===== config.mk =====
export PLATFORM = sky130hd
export DESIGN_NAME = fir_coeff_loader
export DESIGN_NICKNAME = d
export VERILOG_FILES = /design/src/rtl/fir_coeff_loader.sv
export SDC_FILE = /design/constraint.sdc
export NUM_CORES = 1
export LEC_CHECK = 0
export BUFFER_PORTS_ARGS = -buffer_cell sky130_fd_sc_hd__buf_2
export CAP_MARGIN = 20
export CORE_MARGIN = 2
export CORE_UTILIZATION = 37
export DETAILED_ROUTE_END_ITERATION = 10
export PLACE_DENSITY = 0.71
export SYNTH_ARGS = -nofsm -noshare
export SYNTH_HDL_FRONTEND = slang
export SYNTH_SLANG_ARGS = --single-unit

===== constraint.sdc =====
create_clock -name clk -period 1.8 [get_ports clk]
set_clock_uncertainty 0.15 [all_clocks]
set_input_delay 0.36 -clock clk [delete_from_list [all_inputs] [get_ports clk]]
set_output_delay 0.36 -clock clk [all_outputs]
set_load 0.01 [all_outputs]

===== src/rtl/fir_coeff_loader.sv =====
// Coefficient loader for the FIR accelerator: valid/ready stream in, FIR coefficient port out.
// Ports: clk, rstN, startLoad, abortLoad, hostCoeff/hostValid/hostReady, coeffWriteEn/
//   coeffAddress/coeffsIn, accelerateEn, clrC, busy, loadDone.
//   The ports hostChecksum and checksumErr exist only when FIR_COEFF_CHECKSUM_EN is defined.
module fir_coeff_loader #(
    parameter int DATA_WIDTH = 16,
    parameter int NUM_REGS   = 8,
    parameter int ADDR_WIDTH = 3
) (
    input  logic                  clk,
    input  logic                  rstN,
    input  logic                  startLoad,
    input  logic                  abortLoad,
    input  logic [DATA_WIDTH-1:0] hostCoeff,
    input  logic                  hostValid,
    output logic                  hostReady,
    output logic                  coeffWriteEn,
    output logic [ADDR_WIDTH-1:0] coeffAddress,
    output logic [DATA_WIDTH-1:0] coeffsIn,
    output logic                  accelerateEn,
    output logic                  clrC,
    output logic                  busy,
    output logic                  loadDone
`ifdef FIR_COEFF_CHECKSUM_EN
    ,
    input  logic [DATA_WIDTH-1:0] hostChecksum,
    output logic                  checksumErr
`endif
);

    typedef enum logic [2:0] {
        IDLE, HALT, LOAD, CLEAR, DONE
    } state_t;

    // One spare bit so the count can reach NUM_REGS without wrapping.
    localparam int CW = ADDR_WIDTH + 1;
    localparam logic [CW-1:0] ONE  = CW'(1);
    localparam logic [CW-1:0] LAST = CW'(NUM_REGS - 1);

    state_t                state_q, state_d;
    logic [CW-1:0]         count_q, count_d;
    logic                  valid_q, valid_d;
    logic                  we_q, we_d;
    logic [ADDR_WIDTH-1:0] addr_q, addr_d;
    logic [DATA_WIDTH-1:0] data_q, data_d;
    logic                  accel_q, accel_d;
    logic                  clr_q, clr_d;
    logic                  busy_q, busy_d;
    logic                  done_q, done_d;
    logic                  accept;
`ifdef FIR_COEFF_CHECKSUM_EN
    logic [DATA_WIDTH-1:0] sum_q, sum_d;
    logic [DATA_WIDTH-1:0] chk_q, chk_d;
    logic                  err_q, err_d;
`endif

    // Abort wins over an accept in the same cycle.
    assign accept = (state_q == LOAD) && hostValid && !abortLoad;

    always_comb begin
        state_d = state_q;
        count_d = count_q;
        valid_d = valid_q;
        we_d    = 1'b0;
        addr_d  = addr_q;
        data_d  = data_q;
`ifdef FIR_COEFF_CHECKSUM_EN
        sum_d   = sum_q;
        chk_d   = chk_q;
        err_d   = err_q;
`endif
        unique case (state_q)
            IDLE: begin
                if (startLoad) begin
                    state_d = HALT;
                    count_d = '0;
                    valid_d = 1'b0;
`ifdef FIR_COEFF_CHECKSUM_EN
                    sum_d   = '0;
                    chk_d   = hostChecksum;
                    err_d   = 1'b0;
`endif
                end
            end
            HALT: begin
                state_d = abortLoad ? IDLE : LOAD;
            end
            LOAD: begin
                if (abortLoad) begin
                    state_d = IDLE;
                end else if (accept) begin
                    we_d    = 1'b1;
                    addr_d  = count_q[ADDR_WIDTH-1:0];
                    data_d  = hostCoeff;
                    count_d = count_q + ONE;
`ifdef FIR_COEFF_CHECKSUM_EN
                    sum_d   = sum_q + hostCoeff;
`endif
                    if (count_q == LAST) begin
                        state_d = CLEAR;
                    end
                end
            end
            CLEAR: begin
                if (abortLoad) begin
                    state_d = IDLE;
                end else begin
                    state_d = DONE;
`ifdef FIR_COEFF_CHECKSUM_EN
                    if (sum_q != chk_q) begin
                        err_d = 1'b1;
                    end
`endif
                end
            end
            DONE: begin
                state_d = IDLE;
`ifdef FIR_COEFF_CHECKSUM_EN
                valid_d = !err_q;
`else
                valid_d = 1'b1;
`endif
            end
            default: begin
                state_d = IDLE;
            end
        endcase

        // Registered outputs follow the state being entered.
        accel_d = valid_d && (state_d == IDLE);
        clr_d   = (state_d == CLEAR);
        busy_d  = (state_d != IDLE);
        done_d  = (state_d == DONE);
    end

    always_ff @(posedge clk or negedge rstN) begin
        if (!rstN) begin
            state_q <= IDLE;
            count_q <= '0;
            valid_q <= 1'b0;
            we_q    <= 1'b0;
            addr_q  <= '0;
            data_q  <= '0;
            accel_q <= 1'b0;
            clr_q   <= 1'b0;
            busy_q  <= 1'b0;
            done_q  <= 1'b0;
`ifdef FIR_COEFF_CHECKSUM_EN
            sum_q   <= '0;
            chk_q   <= '0;
            err_q   <= 1'b0;
`endif
        end else begin
            state_q <= state_d;
            count_q <= count_d;
            valid_q <= valid_d;
            we_q    <= we_d;
            addr_q  <= addr_d;
            data_q  <= data_d;
            accel_q <= accel_d;
            clr_q   <= clr_d;
            busy_q  <= busy_d;
            done_q  <= done_d;
`ifdef FIR_COEFF_CHECKSUM_EN
            sum_q   <= sum_d;
            chk_q   <= chk_d;
            err_q   <= err_d;
`endif
        end
    end

    assign hostReady    = (state_q == LOAD);
    assign coeffWriteEn = we_q;
    assign coeffAddress = addr_q;
    assign coeffsIn     = data_q;
    assign accelerateEn = accel_q;
    assign clrC         = clr_q;
    assign busy         = busy_q;
    assign loadDone     = done_q;
`ifdef FIR_COEFF_CHECKSUM_EN
    assign checksumErr  = err_q;
`endif

endmodule


Yosys cells after proc, flatten, opt, wreduce, memory -nomap -nowiden --
Cells that the tools add are included.
Operators by class: add/subtract/negate cells 1, equality and inequality tests 10, multiplexer cells 16, bitwise logic cells 1, reduce and logical (&&, ||, !) cells 10
Operators with widths (number):
- 3-bit two-way mux | 5
- 4-bit two-way mux | 3
- 3-bit one-hot mux with 4 select lines | 1
- 3-bit by 2-bit equality test with 1-bit output (second input constant) | 3
- 4-bit one-hot mux with 2 select lines | 1
- 3-bit equality test (second input constant) | 2
- 3-bit zero test | 2
- 4-bit by 1-bit adder with 4-bit output (second input constant) | 1
- 4-bit by 3-bit equality test with 1-bit output (second input constant) | 1
- 1-bit two-way mux | 4
- 2-bit != test (second input constant) | 2
- 4-bit AND reduction | 1
- 3-bit by 1-bit equality test with 1-bit output (second input constant) | 1
- 1-bit logical AND | 3
- 3-bit AND reduction | 1
- 3-bit nonzero test | 1
- 2-bit two-way mux | 1
- 2-bit by 1-bit != test with 1-bit output (second input constant) | 1
- 1-bit one-hot mux with 2 select lines | 1
- 2-bit nonzero test | 1
- 1-bit zero test | 1
- 1-bit inverter | 1
Word-level totals: bits in registers 32, input port bits 21, output and inout port bits 25, word-level logic and storage cells 48

Depth between registers and ports, before layout --
Gate-level depths: netlist (run 1).
depth in word-level cells 8, gate-level depth with buffers 5, mapped depth without buffers 3

Worst setup path before layout (run 1) --
No wires, ideal clock.
path kind reg2reg, start register state_q[2], end register addr_q[0], in the netlist coeffAddress[0], library setup time 0.125 ns, arrival time 1.400 ns, required time 1.525 ns, slack 0.125 ns, cell stages (with the launch flop) 6, buffers on the path 2, period minus slack after synthesis 1.675 ns, cells stage by stage dfrtp_1 -> buf_2 -> nor3b_4 -> nand2_4 -> buf_6 -> mux2_4
On the way: cells in the longest elaborated chain, start to end 4
RTL lines:
- start: declaration | RTL line 40 | state_t state_q, state_d;
- start signal: assignment | RTL line 154 | state_q <= state_d;
- 3-bit by 2-bit equality test with 1-bit output (*)
- via hostReady | RTL line 16 | output logic hostReady,
- 1-bit logical AND (2 in a row) | RTL line 58 | assign accept = (state_q == LOAD) && hostValid && !abortLoad;
- 3-bit AND reduction (no source line) (*)
- end signal: assignment | RTL line 158 | addr_q <= addr_d;
- end: declaration | RTL line 44 | logic [ADDR_WIDTH-1:0] addr_q, addr_d;
The timed path passes the listed nets; every way through them passes the cells marked *. A chain may end at the register's enable or synchronous reset.

Worst setup path after layout (run 1) --
start register state_q[0], end output port hostReady
On the way: cells in the longest elaborated chain, start to end 1
RTL lines:
- 3-bit by 2-bit equality test with 1-bit output | RTL line 172 | assign hostReady = (state_q == LOAD);
- end: declaration | RTL line 16
No other way between the ends.

==> results.toml, run 1 <==
[global_route]
grt_start_max_net_pins = 33
grt_pass1_vias = 880
globalRouteTotalUtil_pct = 13.5
grt_pass1_wl_um = 4160
antenna_found_initial = 0
gr-total-overflow = 0

[worst_hold_path]
min-delay-start = "abortLoad"
holdPathStages = 2
holdPathEnd = "loadDone"
hp-class = "input pin to flop"

[setup_path]
arrival_ns = 1.23
required_ns = 1.29
reg2reg_from = "state_q[1]"
r2r_end = "coeffsIn[15]"
worst-path-buf-inv = 2
cp.depth = 3
end_kind = "output port"
cp_slowest_cell = "dfrtp_2"
worstSetupPathType = "flop to output port"
crit_path_start_kind = "flop"
path_max_fanout = 3
slowest_delay_ns = 0.44
crit_chain = "nor3b_4 > buf_6 > buf_2"
ff2ff_setup_slack_ns = 0.11
ff2ff_path_depth = 4
cp_top_family = "flip-flops"

[place]
gp_congestion = 0.731
portBuffers = 45
dpl.hpwl_um = 1640
place_ws_ns = 0.0687
place_area_um2 = 1600
place_inst = 176

[logic_synthesis]
yosysUniqueCellTypes = 25
synth_area_leaders = "dfrtp_1 60%, mux2_4 17%, mux2_2 3.4%"
yosysSeqAreaShare_pct = 60.2
synth_nets = 108
syn_area_um2 = 1330
ys_ff_latch = 32
postSynthAreaPerCell_um2 = 15.5
netlist.area_leader.share_pct = 60.2
yosysWarnings = 0
synth_top_area_cell = "dfrtp_1"
synth_edf_count = 0
syn_inst = 86
synth_top_flop_cell = "dfrtp_1"
async_flop_share_pct = 100

[final_layout]
areaGrowthSynthToFinish_pct = 30.9
layout_commonest_cell = "buf_2"
instances_no_fill = 189
regArea_um2 = 803
diodes = 0
n_fill_cell = 305
fin_util_pct = 51.4
layout.nets = 164
drive_gt1_share_pct = 58.7
multi_input_area_um2 = 495
stdcell_area_um2 = 1740
final_cell_mix = "45 x buf_2, 30 x dfrtp_1, 15 x mux2_4"

[die]
dieWidth_um = 64.0
coreArea_um2 = 3390
die_area_um2 = 4090
rows = 21
initial_core_util_pct = 39.3
die_height_um = 64.0
io_pins = 46

[timing]
holdWs_ns = 0.0972
hold_viol = 0
rsz0062_at_grt = "no"
tightest_slew_ns = 0.695
setup_tns_ns = 0
slew_violations = 0
fin_ws_ns = 0.0591
slew_headroom_pct = 53.7
fmax_mhz = 574
setup_viol = 0
fin_crit_sh_pct = 96.7
final.min_clock_period_ns = 1.74

[flow_run]
maxCapViolCount = 0

[power_and_ir_drop]
static-leakage-power_nw = 0.980
total_power_mw = 2.48
p_per_area_nw_per_um2 = 1420
max-vdd-ir-drop_uv = 627

[cts]
cts-root-buf = "clkbuf_4"
numCtsBuffers = 5
clock_sinks = 32
cts_tree = "yes"
clk_pin_slew_ns = 0.09
cts_max_path_buffers = 2
clk_latency_ns = 0.32
cts_htree_levels = 2

[routing]
first_pass_iters = 3
vias_per_cell = 4.67
via_count = 883
drcViolationCount = 0
drt_iter0_drc = 41
wl_per_cell_um = 13.4
wl_um = 2520
antenna_left = 0

[status]
run_status = "completed"
-- power breakdown --
part / total (mW) / switching (mW) / internal [mW] / leakage (nW)
Clock: 0.598 / 0.229 / 0.369 / 0.0515
Combinational: 0.810 / 0.335 / 0.474 / 0.517
Sequential: 1.07 / 0.125 / 0.943 / 0.411
Total: 2.48 / 0.690 / 1.79 / 0.980
-- metal layers --
metal	GRT usage (%)	vias up	wire (µm)
li1	-	418	-
met2	21.0	30	1250
met4	7.34	0	56
met3	4.75	4	174
met5	0	-	0
met1	16.4	431	1050
-- cells in the mapped netlist, drive strengths merged (2+ instances only) --
master and count:
mux2 19, nor2b 2, nand2 7, dfrtp 32
buf 3, mux2i 4, inv 2, nor3 3
-- sequential cells by signal (all words and copies together), names as in the netlist --
signal,cells
busy,1
count_q,4
clrC,1
loadDone,1
coeffWriteEn,1
state_q,3
coeffAddress,3
valid_q,1
accelerateEn,1
coeffsIn,16
-- what timing repair did --
| action | 4_1_cts | 5_1_grt |
|---|---|---|
| buffers inserted | 2 | 2 |
| hold buffers | 1 | 0 |
| setup endpoints to repair | 1 | 1 |
| pin swaps | 1 | 0 |
| resized for setup | 2 | 1 |
| endpoints found under the hold margin | 32 | 0 |
-- cells by family after synthesis --
| logic type | synth area share, % |
|---|---|
| flops | 60.2 |
| fa+ha+maj | 0.940 |
| simple gates | 9.49 |
| buf+inv | 2.63 |
| mux | 23.3 |
| xor+xnor | 0.658 |
| compound gates | 2.82 |
-- final cells by class --
type	count	share of cell area, %
inverter	2	0.431
tap	46	3.30
multi-input combinational	49	28.4
clock inverter	1	1.72
timing repair buffer	52	16.3
sequential	32	46.1
clock buffer	7	3.73
-- how the worst max path moves through the flow --
stage	startpoint	endpoint	slack (ns)
2_1_floorplan	state_q[2]	coeffAddress[0]	0.12
3_3_place_gp	abortLoad	coeffsIn[0]	0.10
3_5_place_dp	abortLoad	coeffsIn[0]	0.07
4_1_cts	state_q[0]	hostReady	0.03
5_1_grt	state_q[0]	hostReady	0.007
6_report	state_q[0]	hostReady	0.06
Power figures use the tool's default switching activity.
==> inputs of run 2 (changes only) <==
--- a/config.mk
+++ b/config.mk
@@ -7,7 +7,6 @@
 export LEC_CHECK = 0
 export BUFFER_PORTS_ARGS = -buffer_cell sky130_fd_sc_hd__buf_2
 export CAP_MARGIN = 20
-export CORE_MARGIN = 2
 export CORE_UTILIZATION = 37
 export DETAILED_ROUTE_END_ITERATION = 10
 export PLACE_DENSITY = 0.71
==> results.toml, run 2 (synthesis results as in run 1) <==
[status]
run_status = "completed"

[routing]
via_count = 893
first_pass_iters = 2
wl_um = 2580
vias_per_cell = 4.65
drcViolationCount = 0
wl_per_cell_um = 13.4
antenna_left = 0
drt_iter0_drc = 25

[die]
coreArea_um2 = 3390
dieWidth_um = 62.0
initial_core_util_pct = 39.3
io_pins = 46
rows = 21
die_height_um = 62.0
die_area_um2 = 3840

[timing]
setup_viol = 0
slew_violations = 0
final.min_clock_period_ns = 1.75
rsz0062_at_grt = "no"
hold_viol = 0
setup_tns_ns = 0
fin_crit_sh_pct = 97.0
slew_headroom_pct = 54.3
fmax_mhz = 573
fin_ws_ns = 0.0533
tightest_slew_ns = 0.685

[global_route]
globalRouteTotalUtil_pct = 14.0
use_met3_pct = 3.73
gr-total-overflow = 0
antenna_found_initial = 0
grt_pass1_vias = 874
grt_pass1_wl_um = 3660
grt_use_met1_pct = 15.3
grt_start_max_net_pins = 33
grt-busiest-layer = "met2"
use_met2_pct = 23.1

[final_layout]
areaGrowthSynthToFinish_pct = 31.5
n_fill_cell = 303
drive_gt1_share_pct = 59.6
diodes = 0
final_cell_mix = "44 x buf_2, 29 x dfrtp_1, 15 x mux2_4"
multi_input_area_um2 = 495
largest_reg_flops = 16
regArea_um2 = 805
stdcell_area_um2 = 1750
layout_commonest_cell = "buf_2"
layout.nets = 167
instances_no_fill = 192

[place]
place_ws_ns = 0.0602
place_inst = 176
dpl.hpwl_um = 1780
gp_congestion = 0.711
place_area_um2 = 1600
portBuffers = 45

[setup_path]
path_max_fanout = 4
required_ns = 1.29
arrival_ns = 1.24
worstSetupPathType = "flop to output port"
end_kind = "output port"
ff2ff_path_depth = 4
crit_path_start_kind = "flop"

[worst_hold_path]
hp-class = "input pin to flop"
holdPathStages = 2

[cts]
cts_max_path_buffers = 2
cts-root-buf = "clkbuf_4"
cts_htree_levels = 2
clk_latency_ns = 0.33
numCtsBuffers = 5
clk_pin_slew_ns = 0.09
cts_tree = "yes"
clock_sinks = 32

[power_and_ir_drop]
max-vdd-ir-drop_uv = 391
static-leakage-power_nw = 0.985
p_per_area_nw_per_um2 = 1390

[flow_run]
maxCapViolCount = 0
## run 2: final cells by class
class	count	share of cell area, %
multi-input cells	49	28.3
inverters	2	0.429
flip-flops and latches	32	46.0
clock buffers	6	2.36
clock inverters	2	2.00
well taps	46	3.29
repair buffers	55	17.7
## run 2: worst max-delay path, stage by stage (launching register included)
cell	delay [ns]
dfrtp_2	0.46
nor3b_4	0.21
buf_4	0.15
buf_6	0.09
## run 2: report_power, final
| part | total, mW | internal [mW] | switching [mW] |
|---|---|---|---|
| sequential | 1.07 | 0.943 | 0.129 |
| clock | 0.528 | 0.291 | 0.237 |
| combinational | 0.827 | 0.487 | 0.340 |
## run 2: layer usage
layer	part of all wire (%)	up-vias
li1	-	414
met1	40	441
met2	52	33
met3	5.8	5
met4	2.1	0
met5	0	-
## run 2: worst paths after layout
check	from	end	slack, ns
max in group asynchronous	rstN	state_q[0]	0.57
min in group asynchronous	rstN	count_q[1]	0.45
max	state_q[2]	hostReady	0.05
min	abortLoad	state_q[1]	0.08
max reg2reg	state_q[2]	count_q[0]	0.09
min reg2reg	coeffsIn[13]	coeffsIn[13]	0.36
## run 2: timing repair
action / in CTS / in global routing
buffers inserted: 2 / 5
endpoints found under the hold margin: 32 / 0
hold buffers: 1 / 0
setup endpoints to repair: 1 / 1
resized for setup: 3 / 1
pin swaps: 1 / 1
## run 2: through the flow
| stage | util [%] | power, mW | hold slack, ns |
|---|---|---|---|
| after floorplan | - | 1.55 | -0.0856 |
| after global placement | 47.2 | 1.82 | 0.279 |
| after detailed placement | 47.2 | 1.86 | 0.287 |
| after CTS | 50.4 | 2.41 | 0.0660 |
| after global routing | 51.6 | 2.59 | 0.0833 |
| final | 51.6 | 2.43 | 0.0756 |
